--- config.mk ---
export PLATFORM = sky130hd
export DESIGN_NAME = dram_burst_scheduler
export DESIGN_NICKNAME = d
export VERILOG_FILES = /design/src/rtl/dram_burst_scheduler.sv
export SDC_FILE = /design/constraint.sdc
export NUM_CORES = 1
export LEC_CHECK = 0
export ABC_AREA = 1
export ABC_CLOCK_PERIOD_IN_PS = 7620
export CORE_UTILIZATION = 35
export DETAILED_ROUTE_END_ITERATION = 8
export SLEW_MARGIN = 10
export SYNTH_ARGS = -nofsm -noshare
export SYNTH_HDL_FRONTEND = slang
export SYNTH_SLANG_ARGS = --single-unit
--- constraint.sdc ---
create_clock -name clk_pixel -period 7.62 [get_ports clk_pixel]
set_input_delay 1.905 -clock clk_pixel [delete_from_list [all_inputs] [get_ports clk_pixel]]
set_output_delay 1.905 -clock clk_pixel [all_outputs]
set_load 0.005 [all_outputs]
--- src/rtl/dram_burst_scheduler.sv ---
// Frame read sequencer: splits a frame into AXI-legal DRAM read bursts (length- and
// 4 KB-limited), paces them on reader idle and FIFO credit, and tracks returned beats.
module dram_burst_scheduler #(
  parameter int DRAM_ADDR_WIDTH  = 39,
  parameter int DRAM_DATA_WIDTH  = 128,
  parameter int MAX_BURST_LEN    = 256,
  parameter int BOUNDARY_BYTES   = 4096,
  parameter int BEAT_COUNT_WIDTH = 20,
  parameter int BUFFER_CREDIT    = 2000
) (
  input  logic                        clk_pixel,
  input  logic                        image_sender_resetn,
  input  logic                        frame_start,
  input  logic [DRAM_ADDR_WIDTH-1:0]  frame_addr,
  input  logic [BEAT_COUNT_WIDTH-1:0] frame_beats,
  input  logic                        frame_abort,
  output logic                        frame_busy,
  output logic                        frame_done,
  output logic                        frame_aborted,
  output logic [DRAM_ADDR_WIDTH-1:0]  dram_read_addr,
  output logic [7:0]                  dram_read_len,
  output logic                        dram_read_en,
  input  logic                        dram_read_busy,
  input  logic                        dram_buffer_full,
  input  logic                        dram_read_data_valid,
  input  logic                        buffer_beat_consumed,
  output logic [BEAT_COUNT_WIDTH-1:0] beats_received
);

  localparam int AW             = DRAM_ADDR_WIDTH;
  localparam int BW             = BEAT_COUNT_WIDTH;
  localparam int BYTES_PER_BEAT = DRAM_DATA_WIDTH / 8;
  localparam int BEAT_SHIFT     = $clog2(BYTES_PER_BEAT);
  localparam int BOUND_SHIFT    = $clog2(BOUNDARY_BYTES);
  localparam int BOUND_BEATS    = BOUNDARY_BYTES / BYTES_PER_BEAT;

  localparam logic [BW-1:0] MAX_BURST  = BW'(MAX_BURST_LEN);
  localparam logic [BW-1:0] BOUND_MAX  = BW'(BOUND_BEATS);
  localparam logic [BW:0]   CREDIT_MAX = (BW+1)'(BUFFER_CREDIT);
  localparam logic [AW-1:0] BEAT_MASK  = ~AW'(BYTES_PER_BEAT - 1);

  typedef enum logic [2:0] {S_IDLE, S_CALC, S_ISSUE, S_HOLD, S_DRAIN} state_t;

  // Reset asserts asynchronously but releases synchronously to clk_pixel.
  logic [1:0] rst_sync_q;
  logic       rst_n;

  always_ff @(posedge clk_pixel or negedge image_sender_resetn) begin
    if (!image_sender_resetn) rst_sync_q <= 2'b00;
    else                      rst_sync_q <= {rst_sync_q[0], 1'b1};
  end
  assign rst_n = rst_sync_q[1];

  state_t          state_q, state_d;
  logic [AW-1:0]   cur_addr_q, cur_addr_d;
  logic [BW-1:0]   remaining_q, remaining_d;
  logic [BW-1:0]   issued_q, issued_d;
  logic [BW-1:0]   recv_q, recv_d;
  logic [BW-1:0]   burst_q, burst_d;
  logic [BW-1:0]   credit_q, credit_d;
  logic            aborted_q, aborted_d;
  logic            busy_q, busy_d;
  logic            done_q, done_d;
  logic            aborted_out_q, aborted_out_d;
  logic [AW-1:0]   rd_addr_q, rd_addr_d;
  logic [7:0]      rd_len_q, rd_len_d;

  logic [BW-1:0]   to_bound;
  logic [BW-1:0]   burst_c;
  logic [BW:0]     credit_c;
  logic            issue;

  // Beats left before the next boundary; cur_addr is always beat-aligned.
  assign to_bound = BOUND_MAX - BW'(cur_addr_q[BOUND_SHIFT-1:BEAT_SHIFT]);

  always_comb begin
    state_d       = state_q;
    cur_addr_d    = cur_addr_q;
    remaining_d   = remaining_q;
    issued_d      = issued_q;
    recv_d        = recv_q;
    burst_d       = burst_q;
    aborted_d     = aborted_q;
    busy_d        = busy_q;
    done_d        = 1'b0;
    aborted_out_d = 1'b0;
    rd_addr_d     = rd_addr_q;
    rd_len_d      = rd_len_q;
    issue         = 1'b0;

    burst_c = remaining_q;
    if (MAX_BURST < burst_c) burst_c = MAX_BURST;
    if (to_bound < burst_c)  burst_c = to_bound;

    if (busy_q && dram_read_data_valid && (recv_q != issued_q)) recv_d = recv_q + BW'(1);

    case (state_q)
      S_IDLE: begin
        if (frame_start) begin
          cur_addr_d  = frame_addr & BEAT_MASK;
          remaining_d = frame_beats;
          issued_d    = '0;
          recv_d      = '0;
          aborted_d   = 1'b0;
          busy_d      = 1'b1;
          state_d     = (frame_beats == '0) ? S_DRAIN : S_CALC;
        end
      end
      S_CALC: begin
        burst_d   = burst_c;
        rd_addr_d = cur_addr_q;
        rd_len_d  = 8'(burst_c - BW'(1));
        state_d   = S_ISSUE;
      end
      S_ISSUE: begin
        if (frame_abort) begin
          aborted_d = 1'b1;
          state_d   = S_DRAIN;
        end else if (!dram_read_busy && !dram_buffer_full && (credit_q >= burst_q)) begin
          issue       = 1'b1;
          cur_addr_d  = cur_addr_q + (AW'(burst_q) << BEAT_SHIFT);
          remaining_d = remaining_q - burst_q;
          issued_d    = issued_q + burst_q;
          state_d     = S_HOLD;
        end
      end
      S_HOLD: begin
        if ((remaining_q == '0) || frame_abort) begin
          aborted_d = (remaining_q != '0);
          state_d   = S_DRAIN;
        end else begin
          state_d = S_CALC;
        end
      end
      S_DRAIN: begin
        if (recv_q == issued_q) begin
          done_d        = 1'b1;
          aborted_out_d = aborted_q;
          busy_d        = 1'b0;
          state_d       = S_IDLE;
        end
      end
      default: state_d = S_IDLE;
    endcase

    // Issue never underflows: it is gated on credit_q >= burst_q.
    credit_c = {1'b0, credit_q} + (BW+1)'(buffer_beat_consumed);
    if (issue) credit_c = credit_c - {1'b0, burst_q};
    if (credit_c > CREDIT_MAX) credit_c = CREDIT_MAX;
    credit_d = credit_c[BW-1:0];
  end

  // NOTE: sequential state uses non-blocking assignments so every flop samples pre-edge values.
  always_ff @(posedge clk_pixel or negedge rst_n) begin
    if (!rst_n) begin
      state_q       <= S_IDLE;
      cur_addr_q    <= '0;
      remaining_q   <= '0;
      issued_q      <= '0;
      recv_q        <= '0;
      burst_q       <= '0;
      credit_q      <= BW'(BUFFER_CREDIT);
      aborted_q     <= 1'b0;
      busy_q        <= 1'b0;
      done_q        <= 1'b0;
      aborted_out_q <= 1'b0;
      rd_addr_q     <= '0;
      rd_len_q      <= '0;
    end else begin
      state_q       <= state_d;
      cur_addr_q    <= cur_addr_d;
      remaining_q   <= remaining_d;
      issued_q      <= issued_d;
      recv_q        <= recv_d;
      burst_q       <= burst_d;
      credit_q      <= credit_d;
      aborted_q     <= aborted_d;
      busy_q        <= busy_d;
      done_q        <= done_d;
      aborted_out_q <= aborted_out_d;
      rd_addr_q     <= rd_addr_d;
      rd_len_q      <= rd_len_d;
    end
  end

  // The request pulse is combinational so it lands in the very cycle the gate opens.
  assign dram_read_en   = issue;
  assign dram_read_addr = rd_addr_q;
  assign dram_read_len  = rd_len_q;
  assign frame_busy     = busy_q;
  assign frame_done     = done_q;
  assign frame_aborted  = aborted_out_q;
  assign beats_received = recv_q;

endmodule

==> flow_summary.ini <==
[critical_path]
crit_family = buffers and inverters
worstSetupPathType = input port to output port
r2r_slack_ps = 3610
slowest_delay_ps = 590
cp_cell_sequence = clkdlybuf4s50_1 > nor2_4 > nand3_4 > inv_2 > clkdlybuf4s50_1
timing.rr.end = credit_q[2]
crit_start = frame_abort
cp.required_ps = 5720
rr_worst_depth = 23
worstSetupEndpoint = dram_read_en
path_buf_inv = 3
slowest_stage = clkdlybuf4s50_1
cp.depth = 5
crit_top_cell = clkdlybuf4s50_1
crit_path_max_fanout = 38
cp-end-kind = output port
critPathArrivalTime_ps = 4250
regToRegStartpoint = credit_q[0]
start_kind = input port

[die]
ios = 138
initial_utilization = 0.355
fp.dieH_um = 203
coreArea_um2 = 39700
dieArea_um2 = 41200
dieWidth_um = 203
rows = 73

[finish]
regArea_um2 = 4690
fillers = 4120
final_common_cell = nand2_1
finish.utilization = 0.417
drive_above_1_share = 0.0430
antenna_cells = 0
area_growth_pct = 17.5
fin_nets = 2238
multi_input_area_um2 = 8340
most-common-layout-cells = nand2_1, inv_1, dfrtp_1, o21ai_0, nor2_1

[hold_path]
min-delay-start = rst_sync_q[0]
hp-class = flop to flop

[drt]
route.detailed.drc = 0
final_antenna_net_count = 0
vias = 13500
drt-pass1-iter-count = 6
first_iter_violations = 886
routed_wl_um = 42300
wl_per_cell_um = 16.3
viasPerCell = 5.19

[clocking]
cts_tree = built
htree_levels = 4
cts_max_path_buffers = 2
root_buffer = clkbuf_16
cts_resized = 0
numCtsBuffers = 17
cts_setup_buffers = 0
clk_pin_slew_ps = 80
insertion_delay_ps = 450
holdBufCountCts = 0
clock-sinks = 187

[timing]
max_clock_freq_mhz = 162
setup_viol = 0
min_period_ps = 6160
fin_setup_tns_ps = 0
skew_ps = 13.8
period_share = 0.808
rsz0062_at_grt = no
hold_violations = 0
tightest_slew_ps = 1070
max_slew_margin = 0.289
finalMaxSlewViolations = 0

[logic_synthesis]
ys.flop_type = dfrtp_1
synthCells = 1942
yosys_warnings = 0
ys_types = 56
yosysSeqAreaShare = 0.332
syn_area_per_cell_um2 = 7.27
ys_seq_elements = 187
synth_area_um2 = 14100
async_flop_share = 1.00
synth-edff-count = 0

[place]
gp_congestion = 0.910
port_buffers = 129
hpwl_um = 32500

[pwr]
power_density_nw_per_um2 = 354
p_leak_nw = 7.63
peakVddDrop_v = 0.000231

[flow_run]
drv_cap = 0

[grt]
track_usage = 0.208
grt_remaining_overflow = 0
antenna_found_initial = 0
grt_pass1_vias = 12700
grt_pass1_wl_um = 68300
grt_start_max_net_pins = 85

[run_status]
status = complete, no violations
-- per-layer routing --
layer | vias up | GRT usage | part of all wire
li1 | 6755 | - | -
met1 | 6267 | 0.296 | 0.48
met2 | 375 | 0.330 | 0.45
met3 | 61 | 0.0262 | 0.046
met4 | 0 | 0.0580 | 0.022
met5 | - | 0 | 0
-- where the power goes --
group	switching, mW	leakage, nW	internal, mW
Sequential	0.365	2.32	1.34
Clock	0.425	0.316	0.604
Combinational	1.90	4.99	1.24
-- worst min-delay path by stage --
| stage | end | slack (ps) | cells after the start |
|---|---|---|---|
| 6_report | rst_sync_q[1] | 360 | 0 |
| 5_1_grt | rst_sync_q[1] | 360 | 0 |
| 4_1_cts | rst_sync_q[1] | 360 | 0 |
| 3_5_place_dp | rst_sync_q[1] | 340 | 0 |
| 3_3_place_gp | rst_sync_q[1] | 340 | 0 |
| 2_1_floorplan | rst_sync_q[1] | 330 | 0 |
-- worst reg2reg max path: cells and delay by family (launching register included) --
family | cells | cell delay, ps
xor+xnor | 1 | 240
flops | 1 | 370
simple gates | 19 | 2590
fa+ha+maj | 3 | 730
-- cell type report --
class,count,area share
Multi-Input combinational cell,1478,0.503
Sequential cell,187,0.283
Clock inverter,12,0.0126
Tap cell,525,0.0396
Clock buffer,19,0.0273
Timing Repair Buffer,137,0.0815
Inverter,235,0.0532
-- synth_stat cells, types with 21 or more instances --
master      n  area, um2
nand2_1   455       1710
inv_1     230        863
dfrtp_1   181       4530
o21ai_0   166        831
nor2_1    161        604
a21oi_1   137        686
ha_1      111       1390
nand3_1    71        355
xor2_1     62        543
nand4_1    45        282
clkbuf_1   38        143
nor3_1     37        185
o211ai_1   21        158
-- logic make-up (layout without fill, tap and decap cells) --
logic type / after synthesis / count (layout) / synth area share
fa+ha+maj: 115 / 115 / 0.104
other cells: 2 / 14 / 0.000532
xor+xnor: 82 / 82 / 0.0509
compound gates: 436 / 436 / 0.177
simple gates: 830 / 830 / 0.254
flops: 187 / 187 / 0.332
buf+inv: 289 / 403 / 0.0806
mux: 1 / 1 / 0.000797
-- metrics by stage --
step	hold slack (ps)	total power, mW	setup slack [ps]	std cells	area [um2]
floorplan	331	3.77	2030	1954	14200
global placement	339	4.76	1400	2562	15900
detailed placement	341	4.82	1410	2562	15900
CTS	360	5.88	1390	2593	16600
global route	362	6.39	1280	2593	16600
finish	357	5.87	1460	2593	16600
-- state kept, by name, summed over array words and instances (netlist names), 8 cells and up --
| signal | cells |
|---|---|
| dram_read_len | 8 |
| cur_addr_q | 35 |
| beats_received | 20 |
| issued_q | 20 |
| dram_read_addr | 35 |
| burst_q | 20 |
| remaining_q | 20 |
| credit_q | 20 |
Power figures use the tool's default switching activity.
